==> config.mk <==
export PLATFORM = sky130hd
export DESIGN_NAME = sd_cmd_ctrl_flat
export DESIGN_NICKNAME = d
export VERILOG_FILES = /design/src/rtl/sd_cmd_ctrl_if.sv /design/src/rtl/sd_cmd_ctrl.sv /design/src/flat_wrapper.sv
export SDC_FILE = /design/constraint.sdc
export NUM_CORES = 1
export LEC_CHECK = 0
export CAP_MARGIN = 40
export CORE_MARGIN = 1.5
export CORE_UTILIZATION = 48
export DETAILED_ROUTE_END_ITERATION = 10
export PLACE_DENSITY = 0.76
export SYNTH_ARGS = -nofsm -noshare
export SYNTH_HDL_FRONTEND = slang
export SYNTH_SLANG_ARGS = --single-unit
==> constraint.sdc <==
create_clock -name CLK -period 2 [get_ports CLK]
set_clock_uncertainty 0.05 [all_clocks]
set_input_delay 0.2 -clock CLK [delete_from_list [all_inputs] [get_ports CLK]]
set_output_delay 0.2 -clock CLK [all_outputs]
set_load 0.01 [all_outputs]
==> src/rtl/sd_cmd_ctrl_if.sv <==
// SD command-line controller bus bundle: host request/result signals,
// CMD pad drive/sample and the external sd_crc_7 control/result lines.
interface sd_cmd_ctrl_if;
   // host side
   logic        START;
   logic [5:0]  CMD_INDEX;
   logic [31:0] CMD_ARG;
   logic        RESP_EN;
   logic        BUSY;
   logic        DONE;
   logic [5:0]  RESP_INDEX;
   logic [31:0] RESP_ARG;
   logic        CRC_ERR;
   logic        TIMEOUT;
   // CMD pad
   logic        CMD_OUT;
   logic        CMD_OE;
   logic        CMD_IN;
   // external CRC7 unit
   logic        CRC_BITVAL;
   logic        CRC_EN;
   logic        CRC_CLR;
   logic [6:0]  CRC_VAL;

   // controller view
   modport slave (
      input  START, CMD_INDEX, CMD_ARG, RESP_EN, CMD_IN, CRC_VAL,
      output BUSY, DONE, RESP_INDEX, RESP_ARG, CRC_ERR, TIMEOUT,
      output CMD_OUT, CMD_OE, CRC_BITVAL, CRC_EN, CRC_CLR
   );

   // host / pad / CRC-unit view
   modport master (
      output START, CMD_INDEX, CMD_ARG, RESP_EN, CMD_IN, CRC_VAL,
      input  BUSY, DONE, RESP_INDEX, RESP_ARG, CRC_ERR, TIMEOUT,
      input  CMD_OUT, CMD_OE, CRC_BITVAL, CRC_EN, CRC_CLR
   );
endinterface

==> src/rtl/sd_cmd_ctrl.sv <==
// SD-bus command-line controller. Serialises a 48-bit command (40 data bits
// plus CRC7 and end bit) and optionally captures and checks a 48-bit response,
// sequencing a single external sd_crc_7 unit for both directions.
module sd_cmd_ctrl #(
   parameter int RESP_TIMEOUT = 64,
   parameter int TIMEOUT_W    = 8
) (
   input  logic          CLK,
   input  logic          RST_N,
   sd_cmd_ctrl_if.slave  bus
);

   typedef enum logic [3:0] {
      S_IDLE, S_CLR_TX, S_TX_DATA, S_TX_CRC, S_TX_END,
      S_RX_WAIT, S_RX_DATA, S_RX_CRC, S_RX_END, S_FIN
   } state_t;

   state_t                 state_q, state_d;
   logic [5:0]             cnt_q, cnt_d;
   logic [TIMEOUT_W-1:0]   tmo_q, tmo_d;
   logic [39:0]            frame_q, frame_d;
   logic                   resp_en_q, resp_en_d;
   // response bits 2..39; the transmission bit shifts off the top
   logic [37:0]            cap_q, cap_d;
   logic [5:0]             resp_index_q, resp_index_d;
   logic [31:0]            resp_arg_q, resp_arg_d;
   logic                   crc_err_q, crc_err_d;
   logic                   timeout_q, timeout_d;

   logic cmd_out_s, cmd_oe_s, crc_en_s, crc_bitval_s, crc_clr_s, done_s;

   // Next-state, datapath updates and Moore/Mealy line and CRC controls
   always_comb begin
      state_d      = state_q;
      cnt_d        = cnt_q;
      tmo_d        = tmo_q;
      frame_d      = frame_q;
      resp_en_d    = resp_en_q;
      cap_d        = cap_q;
      resp_index_d = resp_index_q;
      resp_arg_d   = resp_arg_q;
      crc_err_d    = crc_err_q;
      timeout_d    = timeout_q;
      cmd_out_s    = 1'b1;
      cmd_oe_s     = 1'b0;
      crc_en_s     = 1'b0;
      crc_bitval_s = 1'b0;
      crc_clr_s    = 1'b0;
      done_s       = 1'b0;
      case (state_q)
         S_IDLE: begin
            if (bus.START) begin
               frame_d   = {1'b0, 1'b1, bus.CMD_INDEX, bus.CMD_ARG};
               resp_en_d = bus.RESP_EN;
               crc_err_d = 1'b0;
               timeout_d = 1'b0;
               state_d   = S_CLR_TX;
            end else begin
               state_d   = S_IDLE;
            end
         end
         S_CLR_TX: begin
            crc_clr_s = 1'b1;
            cmd_oe_s  = 1'b1;
            cnt_d     = 6'd0;
            state_d   = S_TX_DATA;
         end
         S_TX_DATA: begin
            cmd_oe_s     = 1'b1;
            cmd_out_s    = frame_q[39];
            crc_bitval_s = frame_q[39];
            crc_en_s     = 1'b1;
            frame_d      = {frame_q[38:0], 1'b0};
            if (cnt_q == 6'd39) begin
               cnt_d   = 6'd0;
               state_d = S_TX_CRC;
            end else begin
               cnt_d   = cnt_q + 6'd1;
            end
         end
         S_TX_CRC: begin
            // CRC register is frozen here, so the line can be driven straight from it
            cmd_oe_s  = 1'b1;
            cmd_out_s = bus.CRC_VAL[3'd6 - cnt_q[2:0]];
            if (cnt_q == 6'd6) begin
               cnt_d   = 6'd0;
               state_d = S_TX_END;
            end else begin
               cnt_d   = cnt_q + 6'd1;
            end
         end
         S_TX_END: begin
            cmd_oe_s  = 1'b1;
            cmd_out_s = 1'b1;
            if (resp_en_q) begin
               crc_clr_s = 1'b1;
               tmo_d     = '0;
               state_d   = S_RX_WAIT;
            end else begin
               state_d   = S_FIN;
            end
         end
         S_RX_WAIT: begin
            // a start bit wins over an expiring count
            if (!bus.CMD_IN) begin
               crc_en_s     = 1'b1;
               crc_bitval_s = 1'b0;
               cnt_d        = 6'd0;
               state_d      = S_RX_DATA;
            end else if (tmo_q == TIMEOUT_W'(RESP_TIMEOUT - 1)) begin
               timeout_d    = 1'b1;
               state_d      = S_FIN;
            end else begin
               tmo_d        = tmo_q + TIMEOUT_W'(1);
            end
         end
         S_RX_DATA: begin
            crc_en_s     = 1'b1;
            crc_bitval_s = bus.CMD_IN;
            cap_d        = {cap_q[36:0], bus.CMD_IN};
            if (cnt_q == 6'd38) begin
               resp_index_d = cap_d[37:32];
               resp_arg_d   = cap_d[31:0];
               cnt_d        = 6'd0;
               state_d      = S_RX_CRC;
            end else begin
               cnt_d        = cnt_q + 6'd1;
            end
         end
         S_RX_CRC: begin
            if (bus.CMD_IN != bus.CRC_VAL[3'd6 - cnt_q[2:0]]) begin
               crc_err_d = 1'b1;
            end else begin
               crc_err_d = crc_err_q;
            end
            if (cnt_q == 6'd6) begin
               cnt_d   = 6'd0;
               state_d = S_RX_END;
            end else begin
               cnt_d   = cnt_q + 6'd1;
            end
         end
         S_RX_END: begin
            if (!bus.CMD_IN) begin
               crc_err_d = 1'b1;
            end else begin
               crc_err_d = crc_err_q;
            end
            state_d = S_FIN;
         end
         S_FIN: begin
            done_s  = 1'b1;
            state_d = S_IDLE;
         end
         default: begin
            state_d = S_IDLE;
         end
      endcase
   end

   // State and datapath registers; reset abandons any partial frame
   always_ff @(posedge CLK or negedge RST_N) begin
      if (!RST_N) begin
         state_q      <= S_IDLE;
         cnt_q        <= 6'd0;
         tmo_q        <= '0;
         frame_q      <= 40'd0;
         resp_en_q    <= 1'b0;
         cap_q        <= 38'd0;
         resp_index_q <= 6'd0;
         resp_arg_q   <= 32'd0;
         crc_err_q    <= 1'b0;
         timeout_q    <= 1'b0;
      end else begin
         state_q      <= state_d;
         cnt_q        <= cnt_d;
         tmo_q        <= tmo_d;
         frame_q      <= frame_d;
         resp_en_q    <= resp_en_d;
         cap_q        <= cap_d;
         resp_index_q <= resp_index_d;
         resp_arg_q   <= resp_arg_d;
         crc_err_q    <= crc_err_d;
         timeout_q    <= timeout_d;
      end
   end

   assign bus.BUSY       = (state_q != S_IDLE);
   assign bus.DONE       = done_s;
   assign bus.RESP_INDEX = resp_index_q;
   assign bus.RESP_ARG   = resp_arg_q;
   assign bus.CRC_ERR    = crc_err_q;
   assign bus.TIMEOUT    = timeout_q;
   assign bus.CMD_OUT    = cmd_out_s;
   assign bus.CMD_OE     = cmd_oe_s;
   assign bus.CRC_BITVAL = crc_bitval_s;
   assign bus.CRC_EN     = crc_en_s;
   assign bus.CRC_CLR    = crc_clr_s;

endmodule
==> src/flat_wrapper.sv <==
// flat-port wrapper written by rule: the top's interface ports become plain ports
module sd_cmd_ctrl_flat 
#(
   parameter int RESP_TIMEOUT = 64,
   parameter int TIMEOUT_W    = 8
)
  (CLK, RST_N, bus_START, bus_CMD_INDEX, bus_CMD_ARG, bus_RESP_EN, bus_CMD_IN, bus_CRC_VAL, bus_BUSY, bus_DONE, bus_RESP_INDEX, bus_RESP_ARG, bus_CRC_ERR, bus_TIMEOUT, bus_CMD_OUT, bus_CMD_OE, bus_CRC_BITVAL, bus_CRC_EN, bus_CRC_CLR);
  sd_cmd_ctrl_if bus_i ();
  input  logic CLK;
  input  logic RST_N;
  input wire logic [$bits(bus_i.START)-1:0] bus_START;
  input wire logic [$bits(bus_i.CMD_INDEX)-1:0] bus_CMD_INDEX;
  input wire logic [$bits(bus_i.CMD_ARG)-1:0] bus_CMD_ARG;
  input wire logic [$bits(bus_i.RESP_EN)-1:0] bus_RESP_EN;
  input wire logic [$bits(bus_i.CMD_IN)-1:0] bus_CMD_IN;
  input wire logic [$bits(bus_i.CRC_VAL)-1:0] bus_CRC_VAL;
  output wire logic [$bits(bus_i.BUSY)-1:0] bus_BUSY;
  output wire logic [$bits(bus_i.DONE)-1:0] bus_DONE;
  output wire logic [$bits(bus_i.RESP_INDEX)-1:0] bus_RESP_INDEX;
  output wire logic [$bits(bus_i.RESP_ARG)-1:0] bus_RESP_ARG;
  output wire logic [$bits(bus_i.CRC_ERR)-1:0] bus_CRC_ERR;
  output wire logic [$bits(bus_i.TIMEOUT)-1:0] bus_TIMEOUT;
  output wire logic [$bits(bus_i.CMD_OUT)-1:0] bus_CMD_OUT;
  output wire logic [$bits(bus_i.CMD_OE)-1:0] bus_CMD_OE;
  output wire logic [$bits(bus_i.CRC_BITVAL)-1:0] bus_CRC_BITVAL;
  output wire logic [$bits(bus_i.CRC_EN)-1:0] bus_CRC_EN;
  output wire logic [$bits(bus_i.CRC_CLR)-1:0] bus_CRC_CLR;
  assign bus_i.START = bus_START;
  assign bus_i.CMD_INDEX = bus_CMD_INDEX;
  assign bus_i.CMD_ARG = bus_CMD_ARG;
  assign bus_i.RESP_EN = bus_RESP_EN;
  assign bus_i.CMD_IN = bus_CMD_IN;
  assign bus_i.CRC_VAL = bus_CRC_VAL;
  assign bus_BUSY = bus_i.BUSY;
  assign bus_DONE = bus_i.DONE;
  assign bus_RESP_INDEX = bus_i.RESP_INDEX;
  assign bus_RESP_ARG = bus_i.RESP_ARG;
  assign bus_CRC_ERR = bus_i.CRC_ERR;
  assign bus_TIMEOUT = bus_i.TIMEOUT;
  assign bus_CMD_OUT = bus_i.CMD_OUT;
  assign bus_CMD_OE = bus_i.CMD_OE;
  assign bus_CRC_BITVAL = bus_i.CRC_BITVAL;
  assign bus_CRC_EN = bus_i.CRC_EN;
  assign bus_CRC_CLR = bus_i.CRC_CLR;
  sd_cmd_ctrl #(.RESP_TIMEOUT(RESP_TIMEOUT), .TIMEOUT_W(TIMEOUT_W)) u_core (.CLK(CLK), .RST_N(RST_N), .bus(bus_i));
endmodule
* Yosys cells after proc, flatten, opt, wreduce, memory -nomap -nowiden *
Cells that the tools add are included.

operators by class
  add/sub/neg operators = 3
  $mul = 0
  div/mod/pow operators = 0
  magnitude comparators = 1
  equality and inequality tests = 27
  shifts and indexed selects = 0
  multiplexer cells = 37
  bitwise operators = 0
  reductions and logical operators = 18

operators with widths
  kind                   number
  $pmux W40 S2           1
  $mux W40               1
  $pmux W4 S9            1
  $pmux W6 S5            1
  $mux W4                7
  $mux W6                4
  $mux W8                3
  $eq A4 B3 Y1 const B   4
  $pmux W8 S2            1
  $ne A2 B1 Y1 const B   7
  $eq A6 B6 Y1 const B   2
  $reduce_and A4 Y1      3
  $mux W1                11
  $ne A2 B2 Y1 const B   5
  $pmux W1 S2            5
  $add A8 B1 Y8 const B  1
  $eq A4 B2 Y1 const B   2
  $eq A4 B4 Y1 const B   2
  $eq A8 B6 Y1 const B   1
  $reduce_and A2 Y1      4
  $add A6 B1 Y6 const B  1
  $eq A6 B3 Y1 const B   1
  $reduce_bool A2 Y1     3
  $reduce_and A5 Y1      1
  other kinds (13)       14

storage, ports and cells
  flip-flop bits (word level) = 136
  latch bits = 0
  RAM bits = 0
  ROM bits = 0
  input port bits = 50
  output and inout bits = 47
  logic and storage cells = 96
  memories = 0

* Longest topological paths before layout *
Gate-level depths: netlist of the first run.

  depth after elaboration = 6
  gate-level depth with buffers = 7
  gate-level depth less buffers = 7

* Worst setup path before layout of the first run *
No wires, ideal clock.

  path type = reg-to-reg
  start point = reg u_core.cnt_q[0]
  end point = reg u_core.state_q[0]
  library setup time = 125 ps
  data arrival time = 1853 ps
  data required time = 1825 ps
  slack = -28 ps
  cell stages (with the launch flop) = 7
  buffers on the path = 0
  clock period less this slack = 2028 ps
  cell sequence = dfrtp_1 -> ha_1 -> inv_1 -> or3_4 -> a211oi_4 -> nand2b_2 -> mux2_4

between the ends
  longest elaborated chain between the ends = 3
  elaborated cells on any way between the ends = 8
  those cells by class = eq/ne (7); reduce/logical (1)

ends and longest elaborated chain
  element                               RTL line                               text
  from (decl)                           sd_cmd_ctrl.sv:19                      logic [5:0] cnt_q, cnt_d;
  from (signal assigned)                sd_cmd_ctrl.sv:176                     cnt_q <= cnt_d;
  $eq A6 B3 Y1 (tied with other cells)  sd_cmd_ctrl.sv:85, sd_cmd_ctrl.sv:136
  $ne A2 B1 Y1 (no line)                n/a
  $reduce_and A5 Y1 (no line) *         n/a
  to (signal assigned)                  sd_cmd_ctrl.sv:175                     state_q <= state_d;
  to (decl)                             sd_cmd_ctrl.sv:18                      state_t state_q, state_d;

Every way passes the cells marked *; elsewhere a longest branch is shown, timed or not.
A chain may end at the register's enable or synchronous reset.

* Worst setup path after layout of the first run *
  start point = reg u_core.cnt_q[1]
  end point = out bus_CMD_OUT

between the ends
  longest elaborated chain between the ends = 4

ends and longest elaborated chain
  element                        RTL line            text
  $sub A3 B3 Y3                  sd_cmd_ctrl.sv:84   cmd_out_s = bus.CRC_VAL[3'd6 - cnt_q[2:0]];
  $bmux W1 S3                    sd_cmd_ctrl.sv:84
  $mux W1 (implied by the code)  sd_cmd_ctrl.sv:84
  $pmux W1 S2                    sd_cmd_ctrl.sv:50   case (state_q)
  to (decl)                      flat_wrapper.sv:23  output wire logic [$bits(bus_i.CMD_OUT)-1:0] bus_CMD_OUT;

Every way passes these cells. The select of a mux whose other input is x is not followed.

==> results.md, run 1 <==
- Outcome: finished with violations
- Failing checks: setup timing
- R2r endpoint: u_core.state_q[2]
- Initial antenna violation count: 0
- IO Count: 97
- Skew-Pair Late Insertion Delay: 420 ps
- P_leak: between 4 and 5 nW
- Row Count: 40
- RSZ-0062 raised after global routing: true
- Cell variety after synth: 46
- Ant. Diodes: 0
- Fraction of layout cells with a size suffix above 1: 21.1%
- Number of CTS-inserted buffers: 17
- Reg2reg start: u_core.cnt_q[1]
- CP endpoint kind: output pin
- Core Footprint: 0.0122 mm2
- Area Overhead vs Synth: 36.8%
- All-layer global routing usage: about a fifth
- Max-slew headroom: between 70 and 80%
- First-pass GRT wire length: 21.8 mm
- Detailed Route WL: 13.4 mm
- Mean Syn Cell Area: 10.4 um2
- WL per Instance: 15.1 um
- Layout Nets: 759
- Cells on worst reg2reg path: 8
- Synth async-reset ratio: 100%
- Tightest Pin Transition: between 300 and 400 ps
- Final Hold Fails: 0
- Min-delay worst type: input pin to asynchronous set/reset pin
- Peak supply drop: around 500 uV
- Most frequent cell after synthesis: nand2_1
- Worst-path clk slew: approximately 60 ps
- Crit Path Category: flip-flop to output pin
- CP required: 1750 ps
- Filler cell count: ~900
- CP Max Fanout: 4
- Ys Warns: 0
- Clk buf depth: 2
- R2r setup slk: -80 ps
- Setup WS pre-CTS: -542 ps
- Final GP Congestion: 0.830
- Root Driver: clkbuf_16
- Starting DRC count in detailed routing: 285
- Final Core Density: between 60% and 70%
- Max Freq: 428 MHz
- DIE AREA: approximately 0.013 mm2
- Largest area contributor in the netlist: dfrtp_1
- Crit path launch type: flip-flop
- Yosys reg bits: 136
- WP data arrival: 2080 ps
- Sink Count: 136
- Synthesized net count: 633
- Maximum number of pins on one net before global-route repair: 80
- CTS tree: yes
- Post-DP HPWL: 8.56 mm
- Ys flop type: dfrtp_1
- Starting Density: 49.7%
- Die Ht: about 120 um
- Drc violations: 0
- Area of the mapped netlist: 0.00604 mm2
- Mapped Cells: a little under 600
- TNS Setup: -563 ps
- GRT overflow: 0
- Setup ws final: -334 ps
- Top post-synthesis cells by count: nand2_1, dfrtp_1, o21ai_0
- Area share of the largest cell type after synthesis: 56.3%
- Seq/Total Area, Yosys: 56.3%
- Final min period: 2330 ps
- Post-synth EDFFs: 0
- DR vias/cell: ~5.2
- Tot Pwr: 0.00616 W
- Via Count: around 4600
- Max Transition Viols Final: 0
- Setup-failing EPs final: 6
- Hold Slack: 181 ps
- Vias in the first global route: 4635
- Die Wd: ~120 um
- CTS H-tree depth: 4
- MaxCap Viol Count: 0
- PwrDens: 745 mW/mm2
- Post-route ant nets: 0
- Fin crit share: 117%
- I/O Buffers: 96
- Drt pass-1 iters: 4
- Top cells by area, synth: dfrtp_1, nand2_1, mux2_2
flip-flops by register name, summed over array words and instances, names as in the netlist:
| name | count |
|---|---|
| u_core.tmo_q | 8 |
| u_core.bus.CRC_ERR | 1 |
| u_core.bus.RESP_INDEX | 6 |
| u_core.resp_en_q | 1 |
| u_core.frame_q | 40 |
| u_core.bus.RESP_ARG | 32 |
| u_core.cap_q | 37 |
| u_core.state_q | 4 |
| u_core.bus.TIMEOUT | 1 |
| u_core.cnt_q | 6 |
cell usage in the layout (no fill, tap or decap), drive strengths merged, types with 3 or more instances in the layout:
| master | Yosys | layout |
|---|---|---|
| a21oi | 8 | 8 |
| and3 | 5 | 5 |
| buf | 17 | 49 |
| bufinv | 0 | 3 |
| clkbuf | 20 | 23 |
| clkdlybuf4s50 | 0 | 88 |
| clkinv | 0 | 4 |
| clkinvlp | 0 | 3 |
| dfrtp | 136 | 136 |
| dlygate4sd2 | 0 | 4 |
| ha | 3 | 3 |
| inv | 5 | 6 |
| mux2 | 42 | 42 |
| mux2i | 40 | 40 |
| nand2 | 167 | 167 |
| nand2b | 5 | 5 |
| nand3 | 6 | 6 |
| nand3b | 4 | 4 |
| nand4 | 3 | 3 |
| nor2 | 20 | 20 |
| nor2b | 6 | 6 |
| nor3 | 4 | 4 |
| o21ai | 55 | 55 |
| xor2 | 7 | 7 |
worst max-delay path: stages, from the launching register on:
cell	delay, ps
dfrtp_1	420
ha_4	310
mux4_2	340
o21ai_4	210
a21o_1	150
nand3_2	90
buf_6	140
report_power, final:
| part | internal [W] | switching, W | leakage (nW) |
|---|---|---|---|
| Clock | 0.00206 | 0.00116 | 0.295 |
| Combinational | 0.000105 | 0.0000804 | 2.01 |
| Sequential | 0.00275 | 0 | 1.88 |
| Total | 0.00491 | 0.00124 | 4.18 |
layout make-up:
cell class / instances / area [um2] / area share [%]
tap: 168 / 210 / 2.54
sequential: 136 / 3410 / 41.2
timing repair buffer: 144 / 1420 / 17.2
clock buffer: 21 / 470 / 5.69
inverter: 5 / 21.3 / 0.257
multi-input combinational: 402 / 2590 / 31.3
clock inverter: 11 / 145 / 1.76
worst max-delay path by stage:
| stage | startpoint | endpoint | cells past startpoint |
|---|---|---|---|
| 3_3_place_gp | bus_CRC_VAL[3] | bus_CMD_OUT | 7 |
| 5_1_grt | u_core.cnt_q[0] | bus_CMD_OUT | 7 |
| 6_report | u_core.cnt_q[1] | bus_CMD_OUT | 6 |
| 2_1_floorplan | u_core.cnt_q[0] | u_core.state_q[0] | 6 |
| 4_1_cts | u_core.cnt_q[0] | bus_CMD_OUT | 8 |
| 3_5_place_dp | bus_CRC_VAL[2] | bus_CMD_OUT | 7 |
metrics by stage:
stage	instances	cell area, um2
6_report	887	8270
5_1_grt	887	8270
4_1_cts	880	8110
3_5_place_dp	841	7400
3_3_place_gp	841	7400
2_1_floorplan	580	6040
cells by family (layout without fill, tap and decap cells):
logic type / after synthesis / count (layout) / synth area share, %
buffers and inverters: 42 / 181 / 2.98
AO/OA/AOI/OAI: 79 / 79 / 7.58
XOR/XNOR: 9 / 9 / 1.30
AND/OR/NAND/NOR: 228 / 228 / 16.3
adder cells (fa/ha/maj): 3 / 3 / 0.621
flip-flops: 136 / 136 / 56.3
multiplexers: 83 / 83 / 14.9
layer usage:
| layer | track usage (%) | vias up | wire length [um] |
|---|---|---|---|
| li1 | - | 2199 | - |
| met1 | 26.1 | 2258 | 6020 |
| met2 | 35.1 | 107 | 6490 |
| met3 | 6.48 | 24 | 621 |
| met4 | 8.40 | 0 | 246 |
| met5 | 0 | - | 0 |
timing repair:
item                       CTS  global route
pin swaps                    4            13
hold endpoints to repair   136             0
gates resized for setup     30            30
setup endpoints to repair   24            59
setup buffers                6             8
gates cloned                 0             1
hold buffers                 1             0
Power figures use the tool's default switching activity.
==> run 2: changes to the inputs <==
--- a/config.mk
+++ b/config.mk
@@ -5,7 +5,6 @@
 export SDC_FILE = /design/constraint.sdc
 export NUM_CORES = 1
 export LEC_CHECK = 0
-export CAP_MARGIN = 40
 export CORE_MARGIN = 1.5
 export CORE_UTILIZATION = 48
 export DETAILED_ROUTE_END_ITERATION = 10
==> results of run 2 <==
Same layout as run 1: the final DEF is identical, and so are final timing and power.
